## src/rtl/ray_march_controller.sv

```systemverilog
// Ray-march initiator: walks one ray voxel by voxel, querying occupancy and
// calling the AABB stepper until a hit, a grid exit, or the step budget runs out.
module ray_march_controller #(
   parameter int WIDTH      = 16,
   parameter int VOXEL_BITS = 4,
   parameter int MAX_STEPS  = 64
) (
   input  logic                                clock,
   input  logic                                reset,
   input  logic                                start,
   input  logic [3*WIDTH-1:0]                  q,
   input  logic [3*WIDTH-1:0]                  v,
   output logic                                ready,
   output logic                                done,
   output logic                                hit,
   output logic                                timeout,
   output logic [3*WIDTH-1:0]                  hit_pos,
   output logic [$clog2(MAX_STEPS+1)-1:0]      steps,
   output logic                                mem_req,
   output logic [3*(WIDTH-VOXEL_BITS)-1:0]     mem_addr,
   input  logic                                mem_valid,
   input  logic                                mem_occupied,
   output logic                                step_start,
   output logic [3*WIDTH-1:0]                  step_q,
   output logic [3*WIDTH-1:0]                  step_v,
   output logic [3*WIDTH-1:0]                  step_l,
   output logic [3*WIDTH-1:0]                  step_u,
   input  logic                                step_done,
   input  logic                                step_oob,
   input  logic [3*WIDTH-1:0]                  step_vp
);

   localparam int IW = WIDTH - VOXEL_BITS;
   localparam int SW = $clog2(MAX_STEPS + 1);
   localparam logic signed [WIDTH-1:0] SZERO = '0;

   typedef enum logic [2:0] {IDLE, LOOKUP, WAIT_MEM, STEP, WAIT_STEP, DONE} state_t;

   state_t              state, state_nxt;
   logic [3*WIDTH-1:0]  pos, pos_nxt, dir;
   logic [3*WIDTH-1:0]  box_l, box_u, nudged;
   logic [2:0]          wraps;
   logic [WIDTH:0]      nr;
   logic [SW-1:0]       step_cnt;
   logic                fin_hit, fin_to, accept;

   // Push an exit point that sits on the face the ray leaves through into the
   // neighbouring voxel; the top bit reports wrap-around past the grid edge.
   function automatic logic [WIDTH:0] nudge(input logic [WIDTH-1:0] vp,
                                            input logic [WIDTH-1:0] l,
                                            input logic [WIDTH-1:0] u,
                                            input logic signed [WIDTH-1:0] d);
      logic [WIDTH:0] r;
      r = {1'b0, vp};
      if (vp == u && d > SZERO)
         r = {1'b0, vp} + (WIDTH+1)'(1);
      else if (vp == l && d < SZERO)
         r = {1'b0, vp} - (WIDTH+1)'(1);
      return r;
   endfunction

   always_comb begin
      mem_addr = '0;
      box_l    = '0;
      box_u    = '0;
      nudged   = '0;
      wraps    = '0;
      nr       = '0;
      for (int i = 0; i < 3; i++) begin
         mem_addr[i*IW +: IW]   = pos[i*WIDTH+VOXEL_BITS +: IW];
         box_l[i*WIDTH +: WIDTH] = {pos[i*WIDTH+VOXEL_BITS +: IW], {VOXEL_BITS{1'b0}}};
         box_u[i*WIDTH +: WIDTH] = {pos[i*WIDTH+VOXEL_BITS +: IW], {VOXEL_BITS{1'b1}}};
         nr = nudge(step_vp[i*WIDTH +: WIDTH], step_l[i*WIDTH +: WIDTH],
                    step_u[i*WIDTH +: WIDTH], dir[i*WIDTH +: WIDTH]);
         nudged[i*WIDTH +: WIDTH] = nr[WIDTH-1:0];
         wraps[i] = nr[WIDTH];
      end
   end

   always_comb begin
      state_nxt  = state;
      pos_nxt    = pos;
      fin_hit    = 1'b0;
      fin_to     = 1'b0;
      ready      = (state == IDLE) || (state == DONE);
      done       = (state == DONE);
      mem_req    = (state == LOOKUP);
      step_start = (state == STEP);
      accept     = ready && start;
      case (state)
         IDLE:     if (start) state_nxt = LOOKUP;
         LOOKUP:   state_nxt = WAIT_MEM;
         WAIT_MEM: if (mem_valid) begin
            if (mem_occupied) begin
               fin_hit   = 1'b1;
               state_nxt = DONE;
            end else if (dir == '0) begin
               state_nxt = DONE;
            end else begin
               state_nxt = STEP;
            end
         end
         STEP:     state_nxt = WAIT_STEP;
         WAIT_STEP: if (step_done) begin
            if (step_oob) begin
               state_nxt = DONE;
            end else if (wraps != 3'b000) begin
               pos_nxt   = step_vp;
               state_nxt = DONE;
            end else begin
               pos_nxt = nudged;
               if (step_cnt == SW'(MAX_STEPS)) begin
                  fin_to    = 1'b1;
                  state_nxt = DONE;
               end else begin
                  state_nxt = LOOKUP;
               end
            end
         end
         DONE:     state_nxt = start ? LOOKUP : IDLE;
         default:  state_nxt = IDLE;
      endcase
   end

   always_ff @(posedge clock) begin
      if (!reset) begin
         state    <= IDLE;
         pos      <= '0;
         dir      <= '0;
         step_cnt <= '0;
         step_q   <= '0;
         step_v   <= '0;
         step_l   <= '0;
         step_u   <= '0;
         hit      <= 1'b0;
         timeout  <= 1'b0;
         hit_pos  <= '0;
         steps    <= '0;
      end else begin
         state <= state_nxt;
         if (accept) begin
            pos      <= q;
            dir      <= v;
            step_cnt <= '0;
            hit      <= 1'b0;
            timeout  <= 1'b0;
         end else begin
            pos <= pos_nxt;
         end
         // Stepper operands are frozen on entry to STEP and held until step_done.
         if (state == WAIT_MEM && state_nxt == STEP) begin
            step_q <= pos;
            step_v <= dir;
            step_l <= box_l;
            step_u <= box_u;
         end
         if (state == STEP)
            step_cnt <= step_cnt + SW'(1);
         if (state_nxt == DONE && state != DONE) begin
            hit     <= fin_hit;
            timeout <= fin_to;
            hit_pos <= pos_nxt;
            steps   <= step_cnt;
         end
      end
   end

endmodule

```

## config.mk

```make
export PLATFORM = sky130hd
export DESIGN_NAME = ray_march_controller
export DESIGN_NICKNAME = d
export VERILOG_FILES = /design/src/rtl/ray_march_controller.sv
export SDC_FILE = /design/constraint.sdc
export NUM_CORES = 1
export LEC_CHECK = 0
export BUFFER_PORTS_ARGS = -buffer_cell sky130_fd_sc_hd__buf_2
export CAP_MARGIN = 25
export CORE_UTILIZATION = 33
export DETAILED_ROUTE_END_ITERATION = 8
export PLACE_DENSITY = 0.58
export SETUP_SLACK_MARGIN = 0.2
export SLEW_MARGIN = 0
export SYNTH_ARGS = -nofsm -noshare
export SYNTH_HDL_FRONTEND = slang
export SYNTH_SLANG_ARGS = --single-unit
```

## constraint.sdc

```tcl
create_clock -name clock -period 3.1 [get_ports clock]
set_input_delay 0.155 -clock clock [delete_from_list [all_inputs] [get_ports clock]]
set_output_delay 0.155 -clock clock [all_outputs]
set_load 0.02 [all_outputs]
```

==> out/summary.txt <==
Critical Path RT = 3.58 ns
Count of flip-flops with a built-in enable after synthesis = 0
CTS tree = yes
Synth warnings = 0
Total routed wirelength = 57,400 µm
Arrival time worst endpoint = 3.38 ns
Tmin final = 2.90 ns
Static leakage = 0.00825 µW
Final Skew = 0.0231 ns
RSZ-0062 raised after global routing = true
Worst-Skew Late Latency = 0.59 ns
Die Y-Extent = 208 µm
WL per Instance = 20.0 µm
CP Launch Type = flop
Die Wd = 208 µm
Final GP Congestion = 0.903
CP Cell Sequence = buf_6 > and4b_1 > a22oi_2 > nor4_4 > a32o_2 > buf_12 > or3_4 > buf_6 > buf_6 > o211ai_1 > nand3_2 > a22o_1
Post-synth ARST share = 0%
Mapped Area = 14,000 µm²
Worst VDD drop = 0.415 mV
Post-route DRC = 0
CP max stage cell = or3_4
Setup-failing EPs final = 0
Area growth syn-to-layout = 40.5%
Critical path class = flop to flop
Total GRT Usage = 25.2%
IO buf count = 427
Sequential share of the synthesized area = 37.3%
Core area = 41,900 µm²
Die area = 43,200 µm²
I/O pin count = 440
Synthesized flop and latch total = 260
First-pass GRT wire length = 86,200 µm
Clock sink count = 260
CP Max Fanout = 6
Clk slew on worst S/H paths = 0.06 ns
CP most frequent cell = buf_6
Vias in the first global route = 14,700
Root Buffer Master = clkbuf_16
Initial Util = 33.4%
Most common cell after layout, fill and taps aside = buf_2
Leading cell types in the layout, fill and taps excluded = buf_2 (428), nand2_1 (409), dfxtp_1 (246), a21oi_1 (196), buf_4 (154)
Vias/cell = 5.29
Endpoints failing hold = 0
Row count = 75
Number of max-cap violations = 0
Final Util = 46.9%
Final period util = 93.5%
Element type at the critical path end = flop
Largest stage delay on the critical path = 0.41 ns
Clock buffer depth = 3
Fill cells = 4,080
Placed Area = 16,500 µm²
Storage element area = 5230 µm²
Initial DRC count = 1,007
Post-DP HPWL = 39,900 µm
Worst min-delay path class = input port to flop
Mapped Cells = 1,818
Max Fclk = 345 MHz
Global route overflow = 0
Largest net degree at the start of global routing = 201
Most used DFF post-synth = dfxtp_1
Avg Inst Size Synth = 7.68 µm²
Initial antenna violation count = 5
CTS Buf Count = 31
Multi-input gate area = 7800 µm²
Final #Nets = 2,472
TritonRoute pass-1 iters = 5
Transition time at the pin with the least slew margin = 1.20 ns
H-tree Lvls = 1
Post-synth cell types = 79
Worst slew margin = 20.1%
Cell Pwr Density = 436 nW/µm²
Vias = 15,200
Share of layout cells above drive strength 1 = 33.2%
Antenna viol nets, final = 0
Design Area, Final = 19,600 µm²
Final Max Tran Viols = 0
Status = finished, final reports clean
==> area by class of cell <==
class / instances / area share, %
clock inverter: 8 / 0.402
timing repair buffer: 716 / 25.1
multi-input combinational: 1288 / 39.7
clock buffer: 45 / 4.37
tap: 539 / 3.44
antenna: 2 / 0.0255
inverter: 13 / 0.274
sequential: 260 / 26.6
==> final timing paths <==
kind | slack (ns) | endpoint | depth (start not counted) | startpoint
hold reg to reg | 0.45 | step_v[45] | 2 | step_v[45]
hold / removal | 0.04 | hit_pos[41] | 3 | step_vp[41]
setup / recovery | 0.20 | hit_pos[12] | 12 | dir[47]
setup reg to reg | 0.20 | hit_pos[12] | 12 | dir[47]
==> cell usage after synthesis, drive strengths merged (3+ instances only) <==
cell     instances  share of area [%]
mux2i           35                2.5
or4              7               0.51
a31oi           23                1.0
o21ai           46                1.6
nor2            94                2.6
a22o             4               0.25
a41oi            6               0.38
nand2b          25                1.1
clkbuf          90                2.4
nor4            47                2.7
buf            178                8.8
a221oi           3               0.23
a2111oi         11               0.80
o32ai            5               0.31
dfxtp          260                 37
and2            31                1.4
nand2          413                 11
nor2b            4               0.18
ha              11               0.99
a32oi           15               0.94
and3            23                1.0
nand4           30                1.4
and4            10               0.64
a211oi          12               0.72
o21a             6               0.32
nand3           42                1.5
nand3b           3               0.16
inv             13               0.35
nor3b            4               0.21
xnor2           43                2.7
a21oi          196                7.0
o2bb2ai         14               0.88
nor3            29                1.1
a32o             3               0.21
or3             11               0.49
o22ai           17               0.81
o221ai           5               0.31
xor2             5               0.31
a22oi           10               0.54
o211ai           7               0.38
==> worst max-delay path, delay by kind of cell, from the launching register on <==
family	cells	cell delay [ns]
compound gates	4	1.05
simple gates	4	0.82
buf+inv	4	0.56
flops	1	0.35
==> per-stage QoR <==
stage	power, µW	setup WS (ns)	setup TNS [ns]	hold WS [ns]	std cells
6_report	8560	0.201	0	0.0394	2871
5_1_grt	8890	0.0933	0	0.0475	2871
4_1_cts	8530	0.188	0	0.0159	2840
3_5_place_dp	4910	-0.185	-2.66	0.392	2672
3_3_place_gp	4900	-0.250	-3.65	0.392	2672
2_1_floorplan	4420	0.375	0	0.285	1829
==> per-layer routing <==
| layer | GRT usage (%) | wire [µm] |
|---|---|---|
| met4 | 9.53 | 2070 |
| met5 | 0 | 27 |
| met2 | 41.0 | 26700 |
| met1 | 32.8 | 24700 |
| met3 | 5.05 | 3940 |
==> timing repair <==
item,CTS,global route
hold buffers,101,0
buffers inserted,12,25
hold endpoints to repair,98,0
endpoints found under the setup margin,97,100
pin swaps,14,42
resized for setup,62,80
cloned,2,3
==> report_power, final <==
group	leakage, µW	internal [µW]	switching, µW
Combinational	0.00568	598	863
Sequential	0.00212	3480	139
Clock	0.000456	1990	1490
Total	0.00825	6060	2490
==> sequential cells by signal, summed over array words and instances, names as in the netlist <==
| signal | count |
|---|---|
| dir | 48 |
| step_u | 1 |
| step_cnt | 7 |
| step_v | 48 |
| state | 3 |
| timeout | 1 |
| step_q | 48 |
| hit_pos | 48 |
| hit | 1 |
| pos | 48 |
| steps | 7 |
==> cell families after synthesis <==
group / Yosys count / share of synthesized area [%]
AO/OA/AOI/OAI: 396 / 17.6
XOR/XNOR: 48 / 3.01
adder cells (fa/ha/maj): 11 / 0.985
buffers and inverters: 281 / 11.5
flip-flops: 260 / 37.3
multiplexers: 35 / 2.51
other: 1 / 0.0268
AND/OR/NAND/NOR: 786 / 27.1
Power figures use the tool's default switching activity.
